### src/rtl/hs32_execute3_pkg.sv
// Shared hs32 pipeline types: the stage-2 packet, ALU control and the NZCV flags.
package hs32_execute3_pkg;

  localparam int DATA_W = 32;

  localparam logic [1:0] ALU_ADD = 2'd0;
  localparam logic [1:0] ALU_AND = 2'd1;
  localparam logic [1:0] ALU_OR  = 2'd2;
  localparam logic [1:0] ALU_XOR = 2'd3;

  typedef struct packed {
    logic [1:0] opr;
    logic       neg;
    logic       sub;
    logic       cen;
    logic       fwe;
  } hs32_aluctl;

  typedef struct packed {
    logic [DATA_W-1:0] d1;
    logic [DATA_W-1:0] d2;
    logic [3:0]        rd;
    logic              we1;
    logic              we2;
    hs32_aluctl        ctl;
  } hs32_s2pkt;

  typedef struct packed {
    logic n;
    logic z;
    logic c;
    logic v;
  } hs32_flags;

endpackage

### src/rtl/hs32_alu.sv
// Combinational hs32 ALU: add/and/or/xor with optional operand-B inversion and carry chaining.
module hs32_alu
  import hs32_execute3_pkg::*;
(
  input  logic [DATA_W-1:0] d1_i,
  input  logic [DATA_W-1:0] d2_i,
  input  hs32_aluctl        ctl_i,
  input  hs32_flags         flags_i,
  output logic [DATA_W-1:0] res_o,
  output hs32_flags         flags_o
);

  logic [DATA_W-1:0] b;
  logic              cin;
  logic [DATA_W:0]   sum;
  logic [1:0]        unused_nz;

  assign unused_nz = {flags_i.n, flags_i.z};

  always_comb begin
    b       = ctl_i.neg ? ~d2_i : d2_i;
    // cen chains the stored carry (adc/sbc); otherwise sub supplies the +1 of two's complement
    cin     = ctl_i.cen ? flags_i.c : ctl_i.sub;
    sum     = {1'b0, d1_i} + {1'b0, b} + {{DATA_W{1'b0}}, cin};
    res_o   = '0;
    flags_o = flags_i;
    case (ctl_i.opr)
      ALU_ADD: res_o = sum[DATA_W-1:0];
      ALU_AND: res_o = d1_i & b;
      ALU_OR:  res_o = d1_i | b;
      default: res_o = d1_i ^ b;
    endcase
    flags_o.n = res_o[DATA_W-1];
    flags_o.z = (res_o == '0);
    if (ctl_i.opr == ALU_ADD) begin
      flags_o.c = sum[DATA_W];
      flags_o.v = (d1_i[DATA_W-1] == b[DATA_W-1]) & (res_o[DATA_W-1] != d1_i[DATA_W-1]);
    end
  end

endmodule

### src/rtl/hs32_execute3.sv
// hs32 stage 3: holds one decoded packet, writes its ALU result back under an ack
// handshake, maintains NZCV and reports hazards/back-pressure to stage 2.
module hs32_execute3
  import hs32_execute3_pkg::*;
(
  input  logic              clk,
  input  logic              reset,
  input  hs32_s2pkt         data_i,
  input  logic              valid_i,
  output logic              stall_o,
  output logic [3:0]        rd3_o,
  output logic              stl3_o,
  output logic [3:0]        wp_addr_o,
  output logic [DATA_W-1:0] wp_data_o,
  output logic              wp_we_o,
  input  logic              wp_ack_i,
  output hs32_flags         flags_o
);

  logic              v_q;
  hs32_s2pkt         pkt_q;
  hs32_flags         flags_q;
  logic [DATA_W-1:0] alu_res;
  hs32_flags         alu_flags;
  logic              done;
  logic              accept;
  logic              unused_we2;

  assign unused_we2 = pkt_q.we2;

  hs32_alu u_alu (
    .d1_i    (pkt_q.d1),
    .d2_i    (pkt_q.d2),
    .ctl_i   (pkt_q.ctl),
    .flags_i (flags_q),
    .res_o   (alu_res),
    .flags_o (alu_flags)
  );

  // Handshake: a held write blocks stage 2 until the regfile acks it
  assign done    = v_q & (~pkt_q.we1 | wp_ack_i);
  assign stall_o = v_q & pkt_q.we1 & ~wp_ack_i;
  assign accept  = valid_i & ~stall_o;

  assign wp_we_o   = v_q & pkt_q.we1;
  assign wp_addr_o = pkt_q.rd;
  assign wp_data_o = alu_res;
  assign stl3_o    = wp_we_o;
  assign rd3_o     = pkt_q.rd;
  assign flags_o   = flags_q;

  // Stage register and flags commit
  always_ff @(posedge clk) begin
    if (reset) begin
      v_q     <= 1'b0;
      pkt_q   <= '0;
      flags_q <= '0;
    end else begin
      if (accept) begin
        pkt_q <= data_i;
        v_q   <= 1'b1;
      end else if (done) begin
        v_q   <= 1'b0;
      end
      if (done && pkt_q.ctl.fwe) begin
        flags_q <= alu_flags;
      end
    end
  end

endmodule

### config.mk
export PLATFORM = sky130hd
export DESIGN_NAME = hs32_execute3
export DESIGN_NICKNAME = d
export VERILOG_FILES = /design/src/rtl/hs32_execute3_pkg.sv /design/src/rtl/hs32_alu.sv /design/src/rtl/hs32_execute3.sv
export SDC_FILE = /design/constraint.sdc
export NUM_CORES = 1
export LEC_CHECK = 0
export BUFFER_PORTS_ARGS = -buffer_cell sky130_fd_sc_hd__buf_2
export CAP_MARGIN = 20
export CORE_AREA = 2 2 113 115
export CTS_CLUSTER_DIAMETER = 150
export DETAILED_ROUTE_END_ITERATION = 8
export DIE_AREA = 0 0 115 117
export GPL_ROUTABILITY_DRIVEN = 0
export PLACE_DENSITY = 0.78
export RECOVER_POWER = 25
export SYNTH_ARGS = -nofsm -noshare
export SYNTH_HDL_FRONTEND = slang
export SYNTH_SLANG_ARGS = --single-unit
### constraint.sdc
create_clock -name clk -period 5.85 [get_ports clk]
set_clock_uncertainty 0.2 [all_clocks]
set_input_delay 0.8775 -clock clk [delete_from_list [all_inputs] [get_ports clk]]
set_output_delay 0.8775 -clock clk [all_outputs]
set_load 0.01 [all_outputs]
==> metrics.cfg <==
[clock_network]
root_buffer=clkbuf_16
clkTransAtPathRegs_ps=70
clkLatencyLatePin_ps=340
cts_resized=0
numCtsBuffers=9
clockBufferDepth=2
htree_levels=3
post-cts-setup-buffers=0
cts.sinks=80
cts_tree=yes
holdBufCountCts=0

[route]
drtAntennaViolNets=0
vias_per_cell=5.696
drt-initial-drc-count=447
vias=6436
drt-total-wl_mm=17.28
dr.pass1.iters=5
wl_per_cell_um=15.29
drc_errors=0

[sta]
finalCritPeriodShare_pct=89.52
fin_crit_ps=5237
slew_violations=82
worst_slack_ps=612.8
slew_headroom_pct=-135.2
tightest_slew_ps=3528
finalSetupTns_ps=0
whs_ps=261.5
rsz0062_at_grt=false
max_clock_freq_mhz=190.9
setup_viol=0
final_hold_viol_count=0

[logic_synthesis]
syn_inst=892
ys_seq_area_share_pct=24.26
ys_types=66
ys_top_cells_by_area=dfxtp_1 24%, ha_1 12%, nand2_1 9.9%
netlist_area_um2=6603
synth_ff_type=dfxtp_1
netlist.area_leader.share_pct=24.26
synth_seq_cells=80
synth_top_area_cell=dfxtp_1
synth-edff-count=0
syn_nets=1038
synth_area_per_cell_um2=7.402
synth_warnings=0
synth-async-reset-ratio_pct=0

[final_layout]
drive_gt1_share_pct=17.65
diodes=0
nets=1121
area_growth_pct=13.34
final_cells=1130

[power]
power.leakage_nw=3.487
p_total_w=0.001736
power_density_nw_per_um2=231.9
ir_worst_vdd_v=0.0001494

[outcome]
violations=max-capacitance violations, max-slew violations
status=finished with violations

[global_route]
antenna_found_initial=0
grt_pass1_wl_mm=27.62
grt_pass1_vias=5756
grt_usage_pct=25.63
grt_overflow_total=0
grt_max_degree=82

[setup_path]
cp-start-kind=flop
path_max_fanout=18
critical-path-slowest-cell=o311ai_0
max_stage_delay_ps=480
crit_chain=buf_4, xor2_1, inv_1, ha_1, a211oi_2, o21ai_1, a31oi_2, o21ai_1, a21oi_1, o311ai_0, o211ai_1, xnor2_1, a21oi_1, inv_1, buf_2
arrival_ps=4160
required_ps=4770
setup.worst_path.end_class=output pin
worstSetupPathType=flop to output pin

[job]
cap_violations=1

[die]
die_x_um=115
core_um2=12310
ioPinCount=127
start_util_pct=53.63
die_h_um=117
dieArea_um2=13460
row_count=41

[hold_path]
holdCritPathClass=flop to flop

[place]
hpwl_mm=12.82
numPlacedInstances=1114
portBuffers=125
detailedPlace.worstSlack_ps=975.2

cells by family (layout without fill, tap and decap cells):
kind of cell / count (synthesis) / count (layout) / synth area share [%]
flops: 80 / 80 / 24.26
buf+inv: 163 / 251 / 9.949
fa+ha+maj: 66 / 66 / 12.73
simple gates: 287 / 287 / 18.63
compound gates: 213 / 213 / 19.44
xor+xnor: 54 / 54 / 7.163
mux: 29 / 29 / 7.826
metal layers:
metal  up-vias  GRT usage [%]  part of all wire [%]
met5         -              0                     0
met1      2982          34.47                    43
met4         0          9.558                   2.6
met3        40          5.767                   9.1
li1       3147              -                     -
met2       267          40.51                    45
area by class of cell:
type | instances | area [µm²]
clock buffers | 9 | 225.2
clock inverters | 7 | 55.05
fillers | 1179 | 4828
inverters | 102 | 382.9
multi-input cells | 649 | 4363
flip-flops and latches | 80 | 1604
well taps | 150 | 187.7
repair buffers | 133 | 665.6
worst max-delay path: cells and delay by family (launching register included):
kind                       cells  cell delay (ps)
xor gates and xnor gates       2              400
AOI/OAI and AO/OA              8             2090
buffers and inverters          4              630
adders and majority gates      1              340
DFF                            1              350
registers in the layout, indices dropped and copies added (netlist names):
register / cells
v_q: 1
pkt_q: 71
rd3_o: 4
flags_o: 4
cell usage in the layout, fill, tap and decap left out, drive strengths merged, types with 3 or more instances in the layout:
master and count:
nand2 174, clkinv 3, o21ai 40, a31oi 3, nand2b 4, and3 4, nor3 11, dfxtp 80
xnor2 15, or4 3, mux2i 10, ha 64, o31ai 3, nand4 8, a211oi 8, or2 3
buf 119, nand3 13, o211ai 6, nor2b 6, mux4 18, clkbuf 23, a21o 6, xor2 39
a21oi 115, a22oi 3, inv 105, or3 4, o21a 6, nor2 47, nor4 3
through the flow:
stage / area (µm²) / util [%]
after floorplan: 6603 / -
after global placement: 7223 / 58.67
after detailed placement: 7223 / 58.67
after CTS: 7503 / 60.95
after global routing: 7483 / 60.78
final: 7483 / 60.78
synthesized netlist by cell type (4+ instances only):
cell / n
a211oi_1: 7
a21o_1: 6
a21oi_1: 112
and3_1: 4
buf_1: 4
buf_2: 6
buf_4: 10
clkbuf_1: 41
dfxtp_1: 80
ha_1: 64
inv_1: 101
mux2i_1: 10
mux4_2: 18
nand2_1: 174
nand2b_1: 4
nand3_1: 13
nand4_1: 8
nor2_1: 46
nor2b_1: 6
nor3_1: 11
o211ai_1: 6
o21a_1: 6
o21ai_0: 31
o21ai_1: 7
or3_1: 4
xnor2_1: 15
xor2_1: 39
report_power, final:
group | switching (W) | internal, W
logic | 0.000344 | 0.000249
registers | 0.0000268 | 0.000575
clock network | 0.000247 | 0.000293
total | 0.000618 | 0.00112
worst paths after layout:
path | endpoint | slack [ps] | start | cells after the start
hold reg to reg | pkt_q[2] | 260 | pkt_q[2] | 2
setup reg to reg | flags_o[2] | 860 | pkt_q[3] | 15
setup / recovery | wp_data_o[31] | 610 | pkt_q[3] | 15
hold / removal | pkt_q[2] | 260 | pkt_q[2] | 2
No activity file was read; power rests on OpenSTA's default activity.
